**src/rtl/mac_seq_ctrl_if.sv**
```systemverilog
// Bundles the job, operand, MAC and result signals of the dot-product sequencer.
// The slave modport is the controller's view. The master modport is the view of the job source and the MAC.
interface mac_seq_ctrl_if #(
    parameter int IN_WIDTH  = 8,
    parameter int ACC_WIDTH = 16,
    parameter int LEN_W     = 8
);
    logic                 start;
    logic [LEN_W-1:0]     len;
    logic [ACC_WIDTH-1:0] bias;
    logic                 op_valid;
    logic [IN_WIDTH-1:0]  op_a;
    logic [IN_WIDTH-1:0]  op_b;
    logic                 op_ready;
    logic                 mac_en;
    logic [IN_WIDTH-1:0]  mac_a;
    logic [IN_WIDTH-1:0]  mac_b;
    logic [ACC_WIDTH-1:0] mac_acc_in;
    logic [ACC_WIDTH-1:0] mac_acc_out;
    logic                 busy;
    logic [ACC_WIDTH-1:0] result;
    logic                 result_valid;

    modport slave (
        input  start, len, bias, op_valid, op_a, op_b, mac_acc_out,
        output op_ready, mac_en, mac_a, mac_b, mac_acc_in, busy, result, result_valid
    );

    modport master (
        output start, len, bias, op_valid, op_a, op_b, mac_acc_out,
        input  op_ready, mac_en, mac_a, mac_b, mac_acc_in, busy, result, result_valid
    );
endinterface

```
**src/rtl/mac_seq_ctrl.sv**
```systemverilog
// Sequences one dot product through an external pipelined MAC.
// Exactly one term is in flight at a time, and the running sum is kept in acc_q.
module mac_seq_ctrl #(
    parameter int IN_WIDTH  = 8,
    parameter int ACC_WIDTH = 16,
    parameter int LEN_W     = 8,
    parameter int MAC_LAT   = 2
) (
    input logic           clk,
    input logic           rst,
    mac_seq_ctrl_if.slave bus
);
    typedef enum logic [1:0] {IDLE, ISSUE, WAIT, DONE} state_t;
    localparam int CNT_W = 3;

    state_t               state_q, state_d;
    logic [LEN_W-1:0]     rem_q, rem_d;
    logic [CNT_W-1:0]     wait_q, wait_d;
    logic [ACC_WIDTH-1:0] acc_q, acc_d;
    logic [ACC_WIDTH-1:0] result_q, result_d;
    logic                 op_ready, mac_en, result_valid;
    logic [IN_WIDTH-1:0]  op_a, op_b;

    // NOTE: state registers use non-blocking assignments so every flop samples pre-edge values.
    always_ff @(posedge clk or posedge rst) begin
        if (rst) begin
            state_q  <= IDLE;
            rem_q    <= '0;
            wait_q   <= '0;
            acc_q    <= '0;
            result_q <= '0;
        end else begin
            state_q  <= state_d;
            rem_q    <= rem_d;
            wait_q   <= wait_d;
            acc_q    <= acc_d;
            result_q <= result_d;
        end
    end

    // NOTE: every always_comb output gets a default first so no path infers a latch.
    always_comb begin
        state_d      = state_q;
        rem_d        = rem_q;
        wait_d       = wait_q;
        acc_d        = acc_q;
        result_d     = result_q;
        op_ready     = 1'b0;
        mac_en       = 1'b0;
        result_valid = 1'b0;
        unique case (state_q)
            IDLE: begin
                if (bus.start) begin
                    rem_d   = bus.len;
                    acc_d   = bus.bias;
                    state_d = (bus.len != '0) ? ISSUE : DONE;
                end
            end
            ISSUE: begin
                op_ready = 1'b1;
                mac_en   = bus.op_valid;
                if (bus.op_valid) begin
                    rem_d   = rem_q - LEN_W'(1);
                    wait_d  = CNT_W'(MAC_LAT);
                    state_d = WAIT;
                end
            end
            WAIT: begin
                wait_d = wait_q - CNT_W'(1);
                // The MAC_LAT-th edge after the issue edge samples the finished sum.
                if (wait_q == CNT_W'(1)) begin
                    acc_d   = bus.mac_acc_out;
                    state_d = (rem_q != '0) ? ISSUE : DONE;
                end
            end
            DONE: begin
                result_valid = 1'b1;
                state_d      = IDLE;
            end
            default: state_d = IDLE;
        endcase
        // Loading result on entry to DONE keeps it registered and stable until the next DONE.
        if (state_d == DONE) result_d = acc_d;
    end

    assign op_a = bus.op_a;
    assign op_b = bus.op_b;

    assign bus.op_ready     = op_ready;
    assign bus.mac_en       = mac_en;
    assign bus.mac_a        = op_a;
    assign bus.mac_b        = op_b;
    assign bus.mac_acc_in   = acc_q;
    assign bus.busy         = (state_q != IDLE);
    assign bus.result       = result_q;
    assign bus.result_valid = result_valid;
endmodule

```
**src/flat_wrapper.sv**
```systemverilog
// flat-port wrapper written by rule: the top's interface ports become plain ports
module mac_seq_ctrl_flat 
#(
    parameter int IN_WIDTH  = 8,
    parameter int ACC_WIDTH = 16,
    parameter int LEN_W     = 8,
    parameter int MAC_LAT   = 2
)
  (clk, rst, bus_start, bus_len, bus_bias, bus_op_valid, bus_op_a, bus_op_b, bus_mac_acc_out, bus_op_ready, bus_mac_en, bus_mac_a, bus_mac_b, bus_mac_acc_in, bus_busy, bus_result, bus_result_valid);
  mac_seq_ctrl_if #(.IN_WIDTH(IN_WIDTH), .ACC_WIDTH(ACC_WIDTH), .LEN_W(LEN_W)) bus_i ();
  input logic clk;
  input logic rst;
  input wire logic [$bits(bus_i.start)-1:0] bus_start;
  input wire logic [$bits(bus_i.len)-1:0] bus_len;
  input wire logic [$bits(bus_i.bias)-1:0] bus_bias;
  input wire logic [$bits(bus_i.op_valid)-1:0] bus_op_valid;
  input wire logic [$bits(bus_i.op_a)-1:0] bus_op_a;
  input wire logic [$bits(bus_i.op_b)-1:0] bus_op_b;
  input wire logic [$bits(bus_i.mac_acc_out)-1:0] bus_mac_acc_out;
  output wire logic [$bits(bus_i.op_ready)-1:0] bus_op_ready;
  output wire logic [$bits(bus_i.mac_en)-1:0] bus_mac_en;
  output wire logic [$bits(bus_i.mac_a)-1:0] bus_mac_a;
  output wire logic [$bits(bus_i.mac_b)-1:0] bus_mac_b;
  output wire logic [$bits(bus_i.mac_acc_in)-1:0] bus_mac_acc_in;
  output wire logic [$bits(bus_i.busy)-1:0] bus_busy;
  output wire logic [$bits(bus_i.result)-1:0] bus_result;
  output wire logic [$bits(bus_i.result_valid)-1:0] bus_result_valid;
  assign bus_i.start = bus_start;
  assign bus_i.len = bus_len;
  assign bus_i.bias = bus_bias;
  assign bus_i.op_valid = bus_op_valid;
  assign bus_i.op_a = bus_op_a;
  assign bus_i.op_b = bus_op_b;
  assign bus_i.mac_acc_out = bus_mac_acc_out;
  assign bus_op_ready = bus_i.op_ready;
  assign bus_mac_en = bus_i.mac_en;
  assign bus_mac_a = bus_i.mac_a;
  assign bus_mac_b = bus_i.mac_b;
  assign bus_mac_acc_in = bus_i.mac_acc_in;
  assign bus_busy = bus_i.busy;
  assign bus_result = bus_i.result;
  assign bus_result_valid = bus_i.result_valid;
  mac_seq_ctrl #(.IN_WIDTH(IN_WIDTH), .ACC_WIDTH(ACC_WIDTH), .LEN_W(LEN_W), .MAC_LAT(MAC_LAT)) u_core (.clk(clk), .rst(rst), .bus(bus_i));
endmodule
```
**config.mk**
```make
export PLATFORM = sky130hd
export DESIGN_NAME = mac_seq_ctrl_flat
export DESIGN_NICKNAME = d
export VERILOG_FILES = /design/src/rtl/mac_seq_ctrl_if.sv /design/src/rtl/mac_seq_ctrl.sv /design/src/flat_wrapper.sv
export SDC_FILE = /design/constraint.sdc
export NUM_CORES = 1
export LEC_CHECK = 0
export BUFFER_PORTS_ARGS = -buffer_cell sky130_fd_sc_hd__buf_2
export CAP_MARGIN = 20
export CORE_ASPECT_RATIO = 1.1
export CORE_UTILIZATION = 45
export CTS_BUF_LIST = sky130_fd_sc_hd__clkbuf_8
export DETAILED_ROUTE_END_ITERATION = 8
export GPL_TIMING_DRIVEN = 0
export MAX_ROUTING_LAYER = met4
export PLACE_DENSITY = 0.84
export SETUP_SLACK_MARGIN = 0.15
export SYNTH_ARGS = -nofsm -noshare
export SYNTH_HDL_FRONTEND = slang
export SYNTH_SLANG_ARGS = --single-unit
```
**constraint.sdc**
```tcl
create_clock -name clk -period 5.7 [get_ports clk]
set_clock_uncertainty 0.15 [all_clocks]
set_input_delay 1.14 -clock clk [delete_from_list [all_inputs] [get_ports clk]]
set_output_delay 1.14 -clock clk [all_outputs]
set_load 0.05 [all_outputs]
```
# After elaboration in Yosys (flattened, before gate mapping)

Index checks and enable logic that the tools add are counted.

Output and inout port bits: 52
RAM bits: 0
Input port bits: 60
Memory bits (read-only): 0
Logic and storage cells: 39
Memories kept: 0
Register bits: 45
Latch bits: 0

Multiply operators: 0
$add $sub $neg: 2
Div/mod/pow operators: 0
Shift-type cells: 0
Multiplexer cells: 17
Equality and inequality tests: 7
Bitwise logic cells: 0
Reduce and logical (&&, ||, !) cells: 8
$lt $le $gt $ge: 0

Operators with widths:

| kind                                                               | number |
|---|---|
| 16-bit two-way mux                                                 | 2 |
| 16-bit case mux with 2 select lines                                | 1 |
| 8-bit two-way mux                                                  | 2 |
| 8-bit case mux with 2 select lines                                 | 1 |
| 8-bit nonzero test                                                 | 2 |
| 2-bit two-way mux                                                  | 5 |
| 2-bit case mux with 4 select lines                                 | 1 |
| 8-bit by 1-bit subtractor with 8-bit output, second input constant | 1 |
| 2-bit == test, second input constant                               | 3 |
| 3-bit case mux with 2 select lines                                 | 1 |
| 2-bit nonzero test                                                 | 3 |
| 2-bit inequality test, second input constant                       | 2 |
| 3-bit by 1-bit == test with 1-bit output, second input constant    | 1 |
| 1-bit two-way mux                                                  | 3 |
| 3-bit two-way mux                                                  | 1 |
| 3-bit AND reduction                                                | 1 |
| 3-bit by 1-bit subtractor with 3-bit output, second input constant | 1 |
| 2-bit by 1-bit == test with 1-bit output, second input constant    | 1 |
| 2-bit logical NOT                                                  | 1 |
| 2-bit AND reduction                                                | 1 |

# Longest topological paths before layout

Depth after elaboration: 5
Mapped depth: 10
Mapped depth without buffers: 7

# Least setup slack after synthesis

Ideal clock, no wire load.

Kind: input-to-output
From: input port bus_op_valid
To: output port bus_mac_en
Path slack: 2.303 ns
Data arrival time: 2.107 ns
Stages: 3
Path buffers: 0
Required time: 4.410 ns
Cell sequence: nand2_1 -> a21o_1 -> nor2_1

Cells in the longest elaborated chain, start to end: 1

RTL lines:

| item              | line               | source |
|---|---|---|
| from (decl)       | flat_wrapper.sv:16 | `input wire logic [$bits(bus_i.op_valid)-1:0] bus_op_valid;` |
| 1-bit two-way mux | mac_seq_ctrl.sv:51 | `unique case (state_q)` |
| to (decl)         | flat_wrapper.sv:21 | `output wire logic [$bits(bus_i.mac_en)-1:0] bus_mac_en;` |

No other way between the ends.

# Worst setup path in the final report

Ends and elaborated chain as after synthesis.

==> metrics.yaml <==
setup_tns_ns: 0
maxClockFrequency_mhz: 300
synthArstFlopShare: 1.00
crit_type: "input port to primary output"
synth_top_family_by_area: "simple AND/OR/NAND/NOR gates"
ant_nets: 0
num_rows: 26
final_cell_mix: "buf_2 (98), dfrtp_1 (45), nand2_1 (43)"
synthCells: 219
grt_antenna_before_repair: 0
drive_above_1_share: 0.467
numCtsBuffers: 5
rsz0062_at_grt: "false"
met2_length_um: 2570
synth-compound-area-share: 0.138
dr_wl_met3_um: 298
syn-cell-area_mm2: 0.00229
final_common_cell: "buf_2"
start_kind: "input port"
initial_core_util: 0.479
yosys.area_share.simple: 0.157
insertedDiodeCount: 0
grt_overflow: 0
cts_setup_buffers: 0
maxSlewViolCount: 0
insertion_delay_ns: 0.29
required_ns: 4.41
cts_tree: "yes"
ys_warn_count: 0
track_usage: 0.207
viasPerCell: 5.11
cp-end-kind: "primary output"
yosys.cell_types.count: 45
p_per_area_mw_per_mm2: 646
setup_viol: 0
synthXorXnorAreaFrac: 0.00382
drt_wl_total_um: 5050
dpl-instance-area_mm2: 0.00286
drc: 0
wl_met1_um: 2130
critPathArrivalTime_ns: 2.04
clock-sinks: 45
grt_pass1_vias: 1885
setup_ws_ns: 2.37
hold_viol_final: 0
dieArea_mm2: 0.00538
fin_crit_sh: 0.584
port_buffers: 95
grt_max_degree: 27
clk_transition_reported_paths_ns: 0.08
fin_area_mm2: 0.00298
synth_nets: 282
synth_area_per_cell_um2: 10.5
area_delta_synth_final_pct: 30.3
synthAdderAreaFrac: 0.0164
highest_layer: "met4"
chipHeight_um: 76.8
via_count: 1935
vdd_drop_max_uv: 263
ys_seq_area_frac: 0.492
drtIter0Drc: 137
wire_per_inst_um: 13.3
drtPass1Iterations: 4
design.core.area_mm2: 0.00478
outcome: "complete, no violations"
place_ws_ns: 2.36
ctsRootBufferMaster: "clkbuf_8"
cts_hold_buf: 0
slew_headroom: 0.514
fin_nets: 385
min_period_ns: 3.33
p_leak_nw: 1.61
synth_mux_area_frac: 0.0994
ctsResizeCount: 0
hold_path_class: "register to register"
total_power_mw: 1.93
h-tree-depth: 2
clk_path_buf_depth: 2
tightestPinTransition_ns: 0.729
die_width_um: 70.0
synthFlopType: "dfrtp_1"
cp_max_fo: 8
globalplace.congestion: 0.837
synth-seq-cells: 45
dp_hpwl_um: 3990
io_pins: 112
grt_pass1_wl_um: 8650
cap_violations: 0
synth_edf_count: 0
power breakdown:
part           internal [mW]  switching, mW  leakage [nW]  total [mW]
logic                  0.347          0.770         0.996        1.12
clock network          0.143          0.106        0.0574       0.249
registers              0.472         0.0900         0.554       0.562
per-layer routing:
layer  track usage  vias to the layer above
li1              -                      960
met1         0.251                      890
met3        0.0329                        5
met5             -                        -
met4        0.0640                        0
met2         0.354                       80
state kept, by name, indices dropped and copies added (netlist names):
register / flops
u_core.rem_q: 8
u_core.bus.result: 16
u_core.state_q: 2
u_core.wait_q: 3
u_core.bus.mac_acc_in: 16
final cells by class:
class                   instances  area, um^2
plain buffers                  26         193
repair buffers                 96         503
fillers                       401        1800
well taps                      56        70.1
flip-flops and latches         45        1130
clock inverters                 2        37.5
inverters                       6        22.5
multi-input cells             142         950
clock buffers                   6        82.6
final timing paths:
kind                                                    start                                 end  slack [ns]  cells past startpoint
setup reg to reg                 u_core.wait_q[0]$_DFFE_PP0P_    u_core.bus.result[7]$_DFFE_PP0N_        3.24                      9
hold / removal             u_core.bus.mac_acc_in[4]$_DFF_PP0_  u_core.bus.mac_acc_in[4]$_DFF_PP0_        0.34                      2
min in group asynchronous                                 rst         u_core.rem_q[6]$_DFFE_PP0P_        0.71                      2
max in group asynchronous                                 rst    u_core.bus.result[4]$_DFFE_PP0N_        4.21                      3
hold reg to reg            u_core.bus.mac_acc_in[4]$_DFF_PP0_  u_core.bus.mac_acc_in[4]$_DFF_PP0_        0.34                      2
setup / recovery                                 bus_op_valid                          bus_mac_en        2.37                      5
synthesized netlist by cell type, types with 3 or more instances:
cell      count  area, um^2
nor2_1        9        33.8
nor4_1        3        18.8
buf_2         3        15.0
ha_1          3        37.5
a22oi_1      17         128
inv_1         5        18.8
nand2_1      43         161
mux2_4       10         150
mux2_2        6        67.6
o21ai_0      10        50.1
nand2b_1      5        31.3
a21oi_1       9        45.0
buf_4        16         120
dfrtp_1      45        1130
per-stage QoR:
stage | hold WS (ns) | utilization | instances
floorplan | 0.347 | - | 219
CTS | 0.343 | 0.624 | 379
detailed placement | 0.322 | 0.599 | 371
global route | 0.390 | 0.624 | 379
global placement | 0.325 | 0.593 | 370
finish | 0.342 | 0.624 | 379
worst max-delay path: stages:
cell     delay, ns
buf_2         0.14
nand2_1       0.08
a21o_1        0.25
nor2_1        0.14
buf_2         0.28
kinds of logic after synthesis:
logic type	after synthesis
AOI/OAI and AO/OA	48
xor gates and xnor gates	1
adders and majority gates	3
buffers and inverters	32
DFF	45
muxes	17
and+or+nand+nor	73
Power figures use the tool's default switching activity.
